## src/rtl/ifetch_pkg.sv

```systemverilog
// Shared definitions for the instruction-fetch controller: line geometry and
// the controller state encoding.
package ifetch_pkg;

  localparam int LINE_W         = 128;
  localparam int WORDS_PER_LINE = 4;
  localparam int LINE_BYTES     = 16;
  localparam int PTR_W          = $clog2(WORDS_PER_LINE);

  typedef enum logic [1:0] {
    S_REQ   = 2'd0,
    S_WAIT  = 2'd1,
    S_DRAIN = 2'd2
  } state_t;

endpackage

```

## src/rtl/ifetch_line_buf.sv

```systemverilog
// One fetched cache line: data, valid bit, line base address and the pointer
// to the next word handed to decode. Invalidate beats load beats advance.
module ifetch_line_buf
  import ifetch_pkg::*;
#(
  parameter int ADDR_W = 32
) (
  input  logic              clk,
  input  logic              reset,
  input  logic              load,
  input  logic              inval,
  input  logic              adv,
  input  logic [LINE_W-1:0] line_in,
  input  logic [ADDR_W-1:0] base_in,
  input  logic [PTR_W-1:0]  ptr_in,
  output logic              valid,
  output logic              last,
  output logic [31:0]       word,
  output logic [ADDR_W-1:0] base,
  output logic [ADDR_W-1:0] pc
);

  logic [WORDS_PER_LINE-1:0][31:0] line;
  logic [PTR_W-1:0]                ptr;

  // line register, valid bit and word pointer
  always_ff @(posedge clk or negedge reset) begin
    if (!reset) begin
      line  <= '0;
      base  <= '0;
      ptr   <= '0;
      valid <= 1'b0;
    end else if (inval) begin
      valid <= 1'b0;
    end else if (load) begin
      line  <= line_in;
      base  <= base_in;
      ptr   <= ptr_in;
      valid <= 1'b1;
    end else if (adv) begin
      ptr <= ptr + 1'b1;
    end
  end

  assign word = line[ptr];
  assign last = (ptr == PTR_W'(WORDS_PER_LINE - 1));
  assign pc   = base + {{(ADDR_W-PTR_W-2){1'b0}}, ptr, 2'b00};

endmodule

```

## src/rtl/ifetch_ctrl.sv

```systemverilog
// Instruction-fetch controller: requests 128-bit lines from the i-cache,
// buffers them and streams 32-bit words to decode over valid/ready.
// Redirects flush buffered and in-flight lines.
// Build option IFETCH_PREFETCH_EN: second line buffer, next line is
// prefetched while the current one drains so sequential fetch has no bubble.
module ifetch_ctrl
  import ifetch_pkg::*;
#(
  parameter int                ADDR_W   = 32,
  parameter logic [ADDR_W-1:0] RESET_PC = '0
) (
  input  logic              clk,
  input  logic              reset,
  output logic [ADDR_W-1:0] Pc_in,
  output logic              Rd_en,
  input  logic [LINE_W-1:0] Dout,
  input  logic              Dout_valid,
  input  logic              redir_valid,
  input  logic [ADDR_W-1:0] redir_pc,
  output logic              instr_valid,
  input  logic              instr_ready,
  output logic [31:0]       instr_out,
  output logic [ADDR_W-1:0] instr_pc
);

`ifdef IFETCH_PREFETCH_EN
  localparam int NBUF = 2;
`else
  localparam int NBUF = 1;
`endif

  localparam logic [ADDR_W-1:0] LINE_MASK = ~ADDR_W'(LINE_BYTES - 1);
  localparam logic [ADDR_W-1:0] LINE_STEP = ADDR_W'(LINE_BYTES);

  state_t           state;
  logic [PTR_W-1:0] fetch_wd;   // word offset of fetch_pc; line part lives in Pc_in
  logic             cur;        // buffer currently feeding decode
  logic             accept;

  logic [NBUF-1:0]             buf_load, buf_inval, buf_adv, buf_valid, buf_last;
  logic [NBUF-1:0][31:0]       buf_word;
  logic [NBUF-1:0][ADDR_W-1:0] buf_base, buf_pc;
  logic [PTR_W-1:0]            buf_ptr_in;
  logic [ADDR_W-1:0]           cur_base;
  logic                        cur_last;

  logic unused_bits;
  assign unused_bits = ^{redir_pc[1:0], buf_valid};

  assign accept   = instr_valid && instr_ready;
  assign cur_base = buf_base[cur];
  assign cur_last = buf_last[cur];

  assign instr_out = buf_word[cur];
  assign instr_pc  = buf_pc[cur];

`ifdef IFETCH_PREFETCH_EN
  logic pf_wait;                // prefetch request issued, response due this cycle
  logic pf_fill;
  assign pf_fill = pf_wait && Dout_valid;
`else
  assign cur = 1'b0;
`endif

  for (genvar b = 0; b < NBUF; b++) begin : g_buf
    ifetch_line_buf #(.ADDR_W(ADDR_W)) u_buf (
      .clk     (clk),
      .reset   (reset),
      .load    (buf_load[b]),
      .inval   (buf_inval[b]),
      .adv     (buf_adv[b]),
      .line_in (Dout),
      .base_in (Pc_in),
      .ptr_in  (buf_ptr_in),
      .valid   (buf_valid[b]),
      .last    (buf_last[b]),
      .word    (buf_word[b]),
      .base    (buf_base[b]),
      .pc      (buf_pc[b])
    );
  end

  // buffer strobes: redirect flushes everything and drops any response
  always_comb begin
    buf_load   = '0;
    buf_inval  = '0;
    buf_adv    = '0;
    buf_ptr_in = '0;
    if (redir_valid) begin
      buf_inval = '1;
    end else begin
      if (state == S_WAIT && Dout_valid) begin
        buf_load[cur] = 1'b1;
        buf_ptr_in    = fetch_wd;
      end
      if (accept) begin
        buf_adv[cur]   = 1'b1;
        buf_inval[cur] = cur_last;
      end
`ifdef IFETCH_PREFETCH_EN
      if (pf_fill) buf_load[~cur] = 1'b1;
`endif
    end
  end

  // fetch sequencing FSM with registered cache request and valid outputs
  always_ff @(posedge clk or negedge reset) begin
    if (!reset) begin
      state       <= S_REQ;
      Rd_en       <= 1'b0;
      Pc_in       <= RESET_PC & LINE_MASK;
      fetch_wd    <= RESET_PC[PTR_W+1:2];
      instr_valid <= 1'b0;
`ifdef IFETCH_PREFETCH_EN
      cur         <= 1'b0;
      pf_wait     <= 1'b0;
`endif
    end else if (redir_valid) begin
      state       <= S_REQ;
      Rd_en       <= 1'b1;
      Pc_in       <= redir_pc & LINE_MASK;
      fetch_wd    <= redir_pc[PTR_W+1:2];
      instr_valid <= 1'b0;
`ifdef IFETCH_PREFETCH_EN
      pf_wait     <= 1'b0;
`endif
    end else begin
      case (state)
        // straight out of reset Rd_en is still low: raise it before moving on
        S_REQ: begin
          if (Rd_en) begin
            state <= S_WAIT;
            Rd_en <= 1'b0;
          end else begin
            Rd_en <= 1'b1;
          end
        end
        S_WAIT: begin
          if (Dout_valid) begin
            state       <= S_DRAIN;
            instr_valid <= 1'b1;
          end else begin
            state <= S_REQ;
            Rd_en <= 1'b1;
          end
        end
        S_DRAIN: begin
`ifdef IFETCH_PREFETCH_EN
          if (accept && cur_last) begin
            pf_wait <= 1'b0;
            if (buf_valid[~cur] || pf_fill) begin
              cur <= ~cur;              // next line already in hand: no bubble
            end else if (Rd_en) begin
              state       <= S_WAIT;    // prefetch request is on the bus now
              Rd_en       <= 1'b0;
              fetch_wd    <= '0;
              instr_valid <= 1'b0;
            end else begin
              state       <= S_REQ;
              Rd_en       <= 1'b1;
              Pc_in       <= cur_base + LINE_STEP;
              fetch_wd    <= '0;
              instr_valid <= 1'b0;
            end
          end else if (Rd_en) begin
            Rd_en   <= 1'b0;
            pf_wait <= 1'b1;
          end else if (pf_wait) begin
            pf_wait <= 1'b0;
            Rd_en   <= !Dout_valid;     // missed response: re-issue same line
          end else if (!buf_valid[~cur]) begin
            Rd_en <= 1'b1;
            Pc_in <= cur_base + LINE_STEP;
          end
`else
          if (accept && cur_last) begin
            state       <= S_REQ;
            Rd_en       <= 1'b1;
            Pc_in       <= cur_base + LINE_STEP;
            fetch_wd    <= '0;
            instr_valid <= 1'b0;
          end
`endif
        end
        default: begin
          state       <= S_REQ;
          Rd_en       <= 1'b1;
          instr_valid <= 1'b0;
        end
      endcase
    end
  end

endmodule

```

## config.mk

```make
export PLATFORM = sky130hd
export DESIGN_NAME = ifetch_ctrl
export DESIGN_NICKNAME = d
export VERILOG_FILES = /design/src/rtl/ifetch_pkg.sv /design/src/rtl/ifetch_line_buf.sv /design/src/rtl/ifetch_ctrl.sv
export SDC_FILE = /design/constraint.sdc
export NUM_CORES = 1
export LEC_CHECK = 0
export ABC_CLOCK_PERIOD_IN_PS = 3290
export BUFFER_PORTS_ARGS = -buffer_cell sky130_fd_sc_hd__buf_4
export CORE_MARGIN = 8
export CORE_UTILIZATION = 50
export DETAILED_ROUTE_END_ITERATION = 10
export PLACE_DENSITY = 0.76
export SYNTH_ARGS = -nofsm -noshare
export SYNTH_HDL_FRONTEND = slang
export SYNTH_HIERARCHICAL = 1
export SYNTH_SLANG_ARGS = --single-unit
```

## constraint.sdc

```tcl
create_clock -name clk -period 3.29 [get_ports clk]
set_clock_uncertainty 0.2 [all_clocks]
set_input_delay 0.329 -clock clk [delete_from_list [all_inputs] [get_ports clk]]
set_output_delay 0.329 -clock clk [all_outputs]
set_load 0.01 [all_outputs]
```

==> impl_results.md <==
- Status: complete, no violations
- Cells along the critical path: nand4_2 > nor4_4 > nand4_1 > xnor2_1 > buf_4
- Critical path's slowest cell: nor4_4
- Die ar.: about 24000 um^2
- DRC: 0
- Clock latency at the later pin of the worst-skew pair: around 440 ps
- Post-Place Cell Area: between 10000 and 15000 um^2
- Drt first pass iters: 5
- Ys Warns: 6
- Layout Nets: 1324
- Core area: 18830 um^2
- Clock share of power: between 20 and 25%
- Cells after DPL: roughly 1200
- Sinks on Clock Net: 200
- Seq pwr share: a little over two fifths
- Horiz. Die Dim: approximately 150 um
- Hold Path Class: in -> reg
- Wirelength per Cell: 19.94 um
- Int Pwr: 6.606 mW
- Kind of end point of the critical path: primary output
- Sw frac: 33.02%
- Final hold vios: 0
- Finished Layout Cells: about 1400
- Startpoint types: flip-flop
- RSZ-0062 raised after global routing: no
- Critical Path Fanout Max: 10
- Peak VDD IR: ~0.41 mV
- Initial antenna violation count: 3
- Routability congestion estimate: around 0.82
- Synthesized net count: slightly above 900
- Setup TNS: 0 ps
- Register clock-pin slew on the reported worst setup and hold paths: approximately 70 ps
- Worst relative slew slack: about 51%
- ANT nets after route: 0
- Vias in the first global route: roughly 8500
- Slowest stage delay, CP: approximately 690 ps
- H-tree depth: 4
- Commonest non-fill, non-tap cell in the layout: buf_4
- Leak: 6.307 nW
- Num ports: 263
- CTS Buf Count: 17
- Power Density: between 600 and 700 nW/um^2
- Buffers & Inverters on Critical Path: 1
- DP HPWL: approximately 18000 um
- Post_cts resized: 0
- Fmax: around 320 MHz
- Crit path DAT: about 2600 ps
- Via count: ~7600
- Grt ovf: 0
- Wire length on met3: between 1000 and 1500 um
- Critical path required time: 2760 ps
- Die height: between 150 and 200 um
- Avg Inst Size Synth: 13.01 um^2
- Gate Count Post-Synth: 740
- Max-Cap Viols: 0
- Root buf cell: clkbuf_16
- Initial DRC count: between 300 and 400
- Routed WL: about 29000 um
- Layout Cell Area excl Fill: ~14000 um^2
- Commonest cells after routing, fill and taps aside: buf_4, dfrtp_1, dlygate4sd3_1
- Net switching power: approximately 3.3 mW
- GRT Overall Usage: around 24%
- Cell Area, Synth: approximately 9600 um^2
- Routed length on met2: around 15000 um
- Fin crit share: between 90% and 100%
- Synthesis-to-finish area growth: 46.85%
- Largest net degree at the start of global routing: 94
- CP delay by family, top: simple AND/OR/NAND/NOR gates
- Max Buffers Root-to-Sink: 2
- TritonCTS clock tree: yes
- Met1 WL: 10960 um
- WS Path Type: reg -> out
- Comb pwr share: between 30% and 40%
- Slew @ Worst Pin: between 700 and 800 ps
- Port Buf Inserts: 260
- Row Count: 50
- Fill cells: 1161
- Fin. max-slew vios: 0
- Share of cells above drive strength 1: between 40% and 50%
- First-pass GRT wire length: around 46000 um
- DR vias/cell: about 5.3
- Initial core utilization: 51.12%
- Top Layer Used: met4
- Setup-failing EPs final: 0
- Tmin final: a little over 3000 ps
[state kept, by name, indices dropped and copies added, names as in the netlist]
name and cells:
Pc_in 32, Rd_en 1, fetch_wd 2, g_buf.u_buf/base 32
g_buf.u_buf/line 128, g_buf.u_buf/ptr 2, instr_valid 1, state 2
[power groups by stage]
stage / clock network (mW) / logic, mW / registers, mW
floorplan: 0 / 2.08 / 3.90
global placement: 0 / 3.29 / 4.06
detailed placement: 0 / 3.36 / 4.12
CTS: 2.20 / 3.54 / 4.08
global route: 2.29 / 3.82 / 4.27
finish: 2.16 / 3.56 / 4.15
[routing by layer]
layer  up-vias  track usage [%]
met5         -                0
met4         0            10.08
met3        57            4.932
met2       222            44.04
met1      3785            27.95
li1       3531                -
[stage by stage]
| step | util, % | setup slack [ps] | hold slack [ps] | total power [mW] |
|---|---|---|---|---|
| after detailed placement | 63.24 | 551.0 | 263.8 | 7.477 |
| after floorplan | - | 905.8 | -166.6 | 5.975 |
| after global placement | 63.24 | 605.9 | 261.5 | 7.344 |
| final | 75.06 | 188.6 | 42.15 | 9.863 |
| after CTS | 74.94 | 62.93 | 24.51 | 9.811 |
| after global routing | 75.06 | 20.23 | 29.98 | 10.39 |
[worst min-delay path, delay by kind of cell]
kind	cells	cell delay (ps)
buffers and inverters	1	110
AND/OR/NAND/NOR	1	120
AO/OA/AOI/OAI	1	80
[final cells by class]
type | count | area (um^2) | share of cell area [%]
multi-input combinational | 485 | 4374 | 30.95
clock buffer | 18 | 429.2 | 3.036
antenna | 3 | 7.507 | 0.05311
timing repair buffer | 439 | 3777 | 26.72
tap | 260 | 325.3 | 2.301
clock inverter | 14 | 172.7 | 1.222
inverter | 11 | 41.29 | 0.2921
sequential | 200 | 5007 | 35.43
[path summary, 6_finish.rpt]
check	startpoint	cells past startpoint	slack, ps	to
max in group asynchronous	reset	3	1780	g_buf[0].u_buf/line[103]
min in group asynchronous	reset	2	330	g_buf[0].u_buf/base[21]
worst min register to register	g_buf[0].u_buf/line[124]	1	300	g_buf[0].u_buf/line[124]
worst max-delay path	g_buf[0].u_buf/base[6]	5	190	instr_pc[16]
worst max register to register	g_buf[0].u_buf/base[4]	6	530	Pc_in[18]
worst min-delay path	Dout_valid	3	40	state[1]
[timing repair]
item,CTS,global route
hold buffers,160,0
buffers inserted,0,2
endpoints found under the hold margin,250,0
setup endpoints to repair,0,8
(Power assumes the default switching activity.)
